### src/rtl/alu_shift_seq.sv
// Iterative multi-mode shifter with a start/busy/done handshake and registered result/carry-out.
// Define ALU_SHIFT_BARREL_EN to replace the one-bit-per-cycle datapath with a single-cycle barrel shifter.
module alu_shift_seq #(
   parameter int ancho = 8
) (
   input  logic             clk,
   input  logic             rst,
   input  logic             start,
   input  logic [ancho-1:0] a,
   input  logic [ancho-1:0] b,
   input  logic [1:0]       mode,
   input  logic             aluflagin,
   output logic             busy,
   output logic             done,
   output logic [ancho-1:0] aluresult,
   output logic             aluflags
);

   localparam int cntw = $clog2(ancho + 1);
   localparam logic [ancho-1:0] anchov   = ancho'(ancho);
   localparam logic [cntw-1:0]  fullcnt  = cntw'(ancho);

   typedef enum logic [1:0] {
      IDLE  = 2'd0,
      SHIFT = 2'd1,
      DONE  = 2'd2
   } state_t;

   state_t state, nextstate;
   logic            accept;
   logic [cntw-1:0] beff;

   // One-bit step shared by both builds; the top bit of the return value is the bit shifted out.
   function automatic logic [ancho:0] step(input logic [ancho-1:0] v, input logic [1:0] m);
      logic [ancho:0] r;
      case (m)
         2'b00:   r = {v[0], 1'b0, v[ancho-1:1]};
         2'b01:   r = {v[0], v[ancho-1], v[ancho-1:1]};
         2'b10:   r = {v[ancho-1], v[ancho-2:0], 1'b0};
         default: r = {v[0], v[0], v[ancho-1:1]};
      endcase
      return r;
   endfunction

   assign accept = start && (state != SHIFT);
   assign beff   = (b >= anchov) ? fullcnt : cntw'(b);

`ifdef ALU_SHIFT_BARREL_EN
   logic [ancho-1:0] bres;
   logic             bcar;

   // Unrolled chain of single steps, so results match the iterative build bit for bit.
   always_comb begin
      bres = a;
      bcar = 1'b0;
      for (int i = 0; i < ancho; i++) begin
         if (cntw'(i) < beff) begin
            {bcar, bres} = step(bres, mode);
         end
      end
   end
`else
   logic [ancho-1:0] work;
   logic [cntw-1:0]  cnt;
   logic [1:0]       md;
   logic             flg;
   logic [ancho:0]   stepped;

   assign stepped = step(work, md);
`endif

   always_ff @(posedge clk or posedge rst) begin
      if (rst) begin
         state <= IDLE;
      end else begin
         state <= nextstate;
      end
   end

   always_comb begin
      nextstate = state;
      case (state)
         IDLE, DONE: begin
            if (start) begin
`ifdef ALU_SHIFT_BARREL_EN
               nextstate = DONE;
`else
               nextstate = (beff == '0) ? DONE : SHIFT;
`endif
            end else begin
               nextstate = IDLE;
            end
         end
         SHIFT: begin
`ifdef ALU_SHIFT_BARREL_EN
            nextstate = IDLE;
`else
            if (cnt == cntw'(1)) begin
               nextstate = DONE;
            end
`endif
         end
         default: nextstate = IDLE;
      endcase
   end

   always_comb begin
      busy = (state == SHIFT);
      done = (state == DONE);
   end

   // Result registers only load on the edge that enters DONE, so they hold between operations.
   always_ff @(posedge clk or posedge rst) begin
      if (rst) begin
         aluresult <= '0;
         aluflags  <= 1'b0;
`ifndef ALU_SHIFT_BARREL_EN
         work      <= '0;
         cnt       <= '0;
         md        <= 2'b00;
         flg       <= 1'b0;
`endif
      end else begin
`ifdef ALU_SHIFT_BARREL_EN
         if (accept) begin
            aluresult <= {bres[ancho-1:1], bres[0] | aluflagin};
            aluflags  <= bcar;
         end
`else
         if (accept) begin
            work <= a;
            cnt  <= beff;
            md   <= mode;
            flg  <= aluflagin;
            if (beff == '0) begin
               aluresult <= {a[ancho-1:1], a[0] | aluflagin};
               aluflags  <= 1'b0;
            end
         end else if (state == SHIFT) begin
            work <= stepped[ancho-1:0];
            cnt  <= cnt - cntw'(1);
            if (cnt == cntw'(1)) begin
               aluresult <= {stepped[ancho-1:1], stepped[0] | flg};
               aluflags  <= stepped[ancho];
            end
         end
`endif
      end
   end

endmodule

### config.mk
export PLATFORM = sky130hd
export DESIGN_NAME = alu_shift_seq
export DESIGN_NICKNAME = d
export VERILOG_FILES = /design/src/rtl/alu_shift_seq.sv
export SDC_FILE = /design/constraint.sdc
export NUM_CORES = 1
export LEC_CHECK = 0
export CELL_PAD_IN_SITES_DETAIL_PLACEMENT = 0
export CELL_PAD_IN_SITES_GLOBAL_PLACEMENT = 1
export CORE_ASPECT_RATIO = 0.5
export CORE_MARGIN = 8
export CORE_UTILIZATION = 41
export DETAILED_ROUTE_END_ITERATION = 8
export PLACE_DENSITY = 0.9
export SYNTH_ARGS = -nofsm -noshare
export SYNTH_HDL_FRONTEND = slang
export SYNTH_SLANG_ARGS = --single-unit
### constraint.sdc
create_clock -name clk -period 2.3 [get_ports clk]
set_input_delay 0.46 -clock clk [delete_from_list [all_inputs] [get_ports clk]]
set_output_delay 0.46 -clock clk [all_outputs]
set_load 0.03 [all_outputs]
==> reports/qor.txt, run 1 <==
combinational cell fraction of total power = 51.5%
Worst-Margin Slew = 468.1 ps
Setup Skew = 3.778 ps
CTS tree = yes
hold_sp = flg$_DFFE_PP0P_
Peak VDD IR = 0.6510 mV
required time worst endpoint = 1840 ps
reg2reg end = aluresult[4]$_DFFE_PP0P_
Non-Filler Instances = 214
pre-CTS setup slack = 192.0 ps
Placed Cells = 210
Syn Area/Cell = 10.76 um^2
post-CTS setup buffer count = 0
synthesis-stage register bit count = 26
First-pass DRT Iterations = 4
Post-Route WL = 3226 um
Starting DRT DRC Count = 32
worst hold stages = 1
Post-synth ARST share = 100.0%
register share of total power = 33.2%
port buffer count = 32
Wirelength per Cell = 15.07 um
mapped cell area = 1420 um^2
max incr delay on CP = 700 ps
Post-synth EDFFs = 0
max-cap violations = 0
slowest stage cell, crit path = clkdlybuf4s50_1
sum of negative setup slack = 0 ps
final core utilization = 56.89%
Cell variety after synth = 38
Tmin final = 2109 ps
H-tree levels = 1
Die ar. = 5717 um^2
Clock transition at path regs = 90 ps
top_reg_cell synth = dfrtp_1
antenna violations before repair = 0
GP Congestion = 0.7858
hold endpoint = flg$_DFFE_PP0P_
fin. max-slew vios = 0
CP top delay family = buffers and inverters
Seq/Total Area, Yosys = 45.81%
Die Y = 57.62 um
run status = finished clean
share of cells above drive strength 1 = 20.35%
Layout area overhead = 35.33%
Starting Density = 42.04%
worst reg2reg startpoint = cnt[1]$_DFFE_PP0P_
Worst Path Max Fanout = 7
min-delay worst type = reg2reg
core area = 3378 um^2
Worst R2R Path Depth = 7
Startpoint Class = flip-flop
first-pass GRT wire length = 5478 um
CTS max path bufs = 2
CTS sink count = 26
slew margin rel. = 68.76%
Vias = 1125
Final Hold Viols = 0
critical path class = reg2out
GR Overflow Total = 0
Synth Warn # = 0
P_sw = 0.0009528 W
part of the cycle the worst path needs = 91.70%
syn nets = 156
sw frac = 38.08%
GRT Overall Usage = 11.79%
final setup margin = 190.8 ps
hold buffer count at cts = 0
clock network power share = 15.2%
Data arrival, critical path = 1650 ps
DR vias/cell = 5.257
CTS buffer count = 3
RSZ-0062 raised after global routing = false
Root Driver = clkbuf_8
WP buf/inv = 2
num ports = 33
Final nets = 197
Post-Synthesis Cells = 132
crit end category = primary output
internal power component = 0.001549 W
number of global-route vias before repair = 1161
antenna viol nets, final = 0
largest net degree at the start of global routing = 27
Fin Hold WS = 486.2 ps
P_leak = 0.8484 nW
R2R Setup Slk = 540 ps
Final setup viols = 0
hpwl dp = 2486 um
Cell Pwr Density = 1302 nW/um^2
Residual DRC = 0
fmax = 474.1 MHz
Gates resized, CTS repair = 0
ANT cells = 0
clock latency on the worst-skew pair = 270 ps
Die Width = 99.23 um
CP cell instances = nand2b_1 > inv_2 > clkdlybuf4s50_1
Rows = 15
[power groups by stage]
| stage | clock, W | combinational, W | sequential (W) |
|---|---|---|---|
| 3_5_place_dp | 0 | 0.00130 | 0.000839 |
| 2_1_floorplan | 0 | 0.000748 | 0.000954 |
| 3_3_place_gp | 0 | 0.00128 | 0.000834 |
| 4_1_cts | 0.000388 | 0.00130 | 0.000830 |
| 6_report | 0.000381 | 0.00129 | 0.000832 |
| 5_1_grt | 0.000406 | 0.00141 | 0.000857 |
[cells in the mapped netlist (2+ instances only)]
library cell | number | area [um^2]
nand2b_1 | 2 | 12.51
buf_2 | 3 | 15.01
and3_1 | 2 | 12.51
mux2i_1 | 7 | 70.07
o21ai_1 | 4 | 20.02
mux2_4 | 8 | 120.1
nand2_1 | 14 | 52.55
nand3_1 | 10 | 50.05
nor2_1 | 5 | 18.77
nor3_1 | 3 | 15.01
clkbuf_1 | 2 | 7.510
mux2_2 | 7 | 78.83
dfrtp_1 | 26 | 650.6
inv_1 | 6 | 22.52
a21oi_1 | 2 | 10.01
ha_1 | 2 | 25.02
nor4_4 | 2 | 42.54
o21ai_0 | 5 | 25.02
nor2b_1 | 3 | 18.77
[cell families (layout without fill, tap and decap cells)]
family          count (synthesis)  in the layout  synth area share (%)
simple gates                   48             48                 19.03
buf+inv                        13             53                 3.964
mux                            23             23                 19.74
flops                          26             26                 45.81
compound gates                 20             20                 9.693
fa+ha+maj                       2              2                 1.762
[state kept, by name, summed over array words and instances, names as in the netlist]
register and flops:
aluflags 1, flg 1, md 2, state 2
aluresult 8, cnt 4, work 8
[cell usage in the layout (no fill, tap or decap), drive strengths merged]
cell type      instances
a2111oi                1
a211oi                 1
a21o                   1
a21oi                  2
a222oi                 1
a32oi                  1
and2                   1
and3                   2
buf                   10
bufinv                 1
clkbuf                 3
clkdlybuf4s50         32
dfrtp                 26
ha                     2
inv                    7
mux2                  16
mux2i                  7
nand2                 15
nand2b                 2
nand3                 10
nand3b                 1
nor2                   6
nor2b                  3
nor3                   3
nor3b                  1
nor4                   2
o211ai                 1
o21a                   1
o21ai                 10
o32ai                  1
or3                    1
or4                    1
[worst max-delay path by stage]
stage | slack (ps) | from | to | cells after the start
2_1_floorplan | 680 | b[7] | aluflags$_DFFE_PP0P_ | 4
3_3_place_gp | 220 | b[6] | aluresult[4]$_DFFE_PP0P_ | 6
3_5_place_dp | 190 | b[7] | aluresult[3]$_DFFE_PP0P_ | 6
4_1_cts | 170 | state[1]$_DFFE_PP0P_ | busy | 3
5_1_grt | 130 | state[1]$_DFFE_PP0P_ | busy | 3
6_report | 190 | state[1]$_DFFE_PP0P_ | busy | 3
[layout make-up]
cell class | instances | area, um^2
Fill cell | 284 | 1456
Multi-Input combinational cell | 93 | 713.2
Sequential cell | 26 | 650.6
Timing Repair Buffer | 42 | 407.9
Tap cell | 42 | 52.55
Clock buffer | 3 | 41.29
Clock inverter | 1 | 30.03
Inverter | 7 | 26.28
[layer usage]
layer  vias to the layer above  GRT usage [%]  part of all wire [%]
li1                        548              -                     -
met1                       555          15.02                    46
met2                        18          19.54                    49
met3                         4          2.506                   3.7
met4                         0          3.838                   1.3
met5                         -              0                     0
[per-stage QoR]
step | power [W] | cell area (um^2)
3_5_place_dp | 0.002135 | 1851
5_1_grt | 0.002674 | 1922
4_1_cts | 0.002523 | 1922
6_report | 0.002502 | 1922
3_3_place_gp | 0.002110 | 1851
2_1_floorplan | 0.001702 | 1420
Note: power is estimated with default switching activity, not from simulation.
==> run 2, diff against run 1 <==
- ABC_AREA: default -> 1
- CORE_UTILIZATION: 41 -> 39
- CTS_CLUSTER_DIAMETER: default -> 120
- PLACE_DENSITY: 0.9 -> default
- PLACE_DENSITY_LB_ADDON: default -> 0.1
==> reports/qor.txt, run 2 <==
Die ar. = 6208 um^2 (was 5717 um^2)
GR Overflow Total = 0 (unchanged)
First-pass DRT Iterations = 4 (unchanged)
most frequent cell after synthesis = nand2_1 (was dfrtp_1)
post-synth top area share = 43.37% (was 45.81%)
crit end category = primary output (unchanged)
Fin Hold WS = 478.7 ps (was 486.2 ps)
Worst-Margin Slew = 357.1 ps (was 468.1 ps)
num ports = 33 (unchanged)
H-tree levels = 1 (unchanged)
Post-synth ARST share = 100.0% (unchanged)
CTS buffer count = 3 (unchanged)
commonest non-fill, non-tap cells in the layout = nand2_1, nand3_1, clkdlybuf4s50_1 (was clkdlybuf4s50_1, dfrtp_1, nand2_1)
GRT Overall Usage = 12.04% (was 11.79%)
synth cell count leaders = nand2_1, nand3_1, dfrtp_1 (was dfrtp_1, nand2_1, nand3_1)
top post-synthesis cells by area = dfrtp_1, nand2_1, nand3_1 (was dfrtp_1, mux2_4, mux2_2)
Peak VDD IR = 0.5049 mV (was 0.6510 mV)
required time worst endpoint = 1840 ps (about the same)
Layout area overhead = 27.11% (was 35.33%)
largest registers = aluresult: 8 flops, work: 8 flops, cnt: 4 flops (unchanged)
port buffer count = 32 (unchanged)
Setup Skew = 5.593 ps (was 3.778 ps)
P_leak = 0.9391 nW (was 0.8484 nW)
antenna violations before repair = 0 (unchanged)
internal power component = 0.001366 W (was 0.001549 W)
Post-synth EDFFs = 0 (unchanged)
slew margin rel. = 76.19% (was 68.76%)
GP Congestion = 0.7859 (was 0.7858)
post-CTS setup buffer count = 0 (unchanged)
Tmin final = 2093 ps (was 2109 ps)
top_reg_cell synth = dfrtp_1 (unchanged)
Cell Pwr Density = 1361 nW/um^2 (was 1302 nW/um^2)
RSZ-0062 raised after global routing = false (unchanged)
Power, Total = 0.002595 W (was 0.002502 W)
Gates resized, CTS repair = 0 (unchanged)
sw frac = 47.36% (was 38.08%)
Die Y = 59.86 um (was 57.62 um)
Seq/Total Area, Yosys = 43.37% (was 45.81%)
final setup margin = 206.8 ps (was 190.8 ps)
Wirelength per Cell = 12.56 um (was 15.07 um)
sum of negative setup slack = 0 ps (unchanged)
max-cap violations = 0 (unchanged)
area leader, netlist = dfrtp_1 (unchanged)
Final Hold Viols = 0 (unchanged)
syn nets = 216 (was 156)
share of cells above drive strength 1 = 12.00% (was 20.35%)
fmax = 477.7 MHz (was 474.1 MHz)
number of global-route vias before repair = 1321 (was 1161)
Rows = 16 (was 15)
Post-Route WL = 3505 um (was 3226 um)
Syn Area/Cell = 7.813 um^2 (was 10.76 um^2)
CTS tree = yes (unchanged)
Synth Warn # = 0 (unchanged)
clock network power share = 11.7% (was 15.2%)
Root Driver = clkbuf_8 (unchanged)
Starting Density = 39.44% (was 42.04%)
antenna viol nets, final = 0 (unchanged)
Final nets = 250 (was 197)
mapped cell area = 1500 um^2 (was 1420 um^2)
hpwl dp = 2695 um (was 2486 um)
Final setup viols = 0 (unchanged)
part of the cycle the worst path needs = 91.01% (was 91.70%)
Clock transition at path regs = 100 ps (was 90 ps)
Startpoint Class = flip-flop (unchanged)
clock latency on the worst-skew pair = 270 ps (about the same)
hold buffer count at cts = 0 (unchanged)
largest net degree at the start of global routing = 27 (unchanged)
Cell variety after synth = 27 (was 38)
most common cell after layout, fill and taps aside = nand2_1 (was clkdlybuf4s50_1)
synthesis-stage register bit count = 26 (unchanged)
min-delay worst type = reg2reg (unchanged)
critical path class = reg2out (unchanged)
P_sw = 0.001229 W (was 0.0009528 W)
run status = finished clean (unchanged)
core area = 3804 um^2 (was 3378 um^2)
final core utilization = 50.13% (was 56.89%)
Data arrival, critical path = 1630 ps (was 1650 ps)
first-pass GRT wire length = 6037 um (was 5478 um)
Die Width = 103.7 um (was 99.23 um)
DR vias/cell = 4.627 (was 5.257)
CTS max path bufs = 2 (unchanged)
pre-CTS setup slack = 429.9 ps (was 192.0 ps)
fin. max-slew vios = 0 (unchanged)
register share of total power = 31.3% (was 33.2%)
ANT cells = 0 (unchanged)
Post-Synthesis Cells = 192 (was 132)
Residual DRC = 0 (unchanged)
Vias = 1291 (was 1125)
CTS sink count = 26 (unchanged)
Worst Path Max Fanout = 7 (unchanged)
combinational cell fraction of total power = 57.0% (was 51.5%)
Starting DRT DRC Count = 72 (was 32)
-- run 2: cell types whose count changed after synthesis, sizes merged, moves of 3 or more --
cell | previous run | this run
inv | 7 | 25
mux2 | 16 | 0
mux2i | 7 | 0
nand2 | 15 | 71
nand3 | 10 | 32
nor2b | 3 | 0
o21ai | 10 | 15
-- run 2: final cells by class --
cell class | count | area (um^2)
flip-flops and latches | 26 | 650.6
clock buffers | 4 | 55.05
multi-input cells | 137 | 704.4
well taps | 54 | 67.56
inverters | 25 | 101.3
repair buffers | 33 | 327.8
fillers | 393 | 1897
-- run 2: power groups by stage --
stage / combinational, W / sequential, W / clock [W]
floorplan: 0.000999 / 0.000919 / 0
finish: 0.00148 / 0.000812 / 0.000304
CTS: 0.00150 / 0.000812 / 0.000316
detailed placement: 0.00149 / 0.000821 / 0
global placement: 0.00148 / 0.000821 / 0
global route: 0.00168 / 0.000842 / 0.000327
-- run 2: cell families after synthesis --
| logic type | share of synthesized area, % |
|---|---|
| buf+inv | 9.675 |
| simple gates | 36.70 |
| flops | 43.37 |
| compound gates | 8.590 |
| fa+ha+maj | 1.668 |
-- run 2: critical path: stages (launching register included) --
cell             delay [ps]
dfrtp_1                 370
inv_1                   100
nand2_4                 100
inv_2                   110
clkdlybuf4s50_1         680
-- run 2: final timing paths --
path	endpoint	start	slack, ps	cells after the start
setup / recovery	busy	state[1]$_DFFE_PP0P_	210	4
hold / removal	aluresult[1]$_DFFE_PP0P_	aluresult[1]$_DFFE_PP0P_	480	2
setup reg to reg	aluresult[7]$_DFFE_PP0P_	cnt[1]$_DFFE_PP0P_	930	9
hold reg to reg	aluresult[1]$_DFFE_PP0P_	aluresult[1]$_DFFE_PP0P_	480	2
max in group asynchronous	work[5]$_DFFE_PP0P_	rst	1480	3
min in group asynchronous	aluresult[7]$_DFFE_PP0P_	rst	550	3
-- run 2: stage by stage --
| stage | cells | area [um^2] |
|---|---|---|
| after floorplan | 192 | 1500 |
| after global placement | 275 | 1852 |
| after detailed placement | 275 | 1852 |
| after CTS | 279 | 1907 |
| after global routing | 279 | 1907 |
| final | 279 | 1907 |
-- run 2: metal layers --
layer  GRT usage, %  part of all wire (%)
met1          15.81                    55
met2          18.66                    39
met3          4.624                   5.8
met4          1.833                  0.46
met5              0                     0
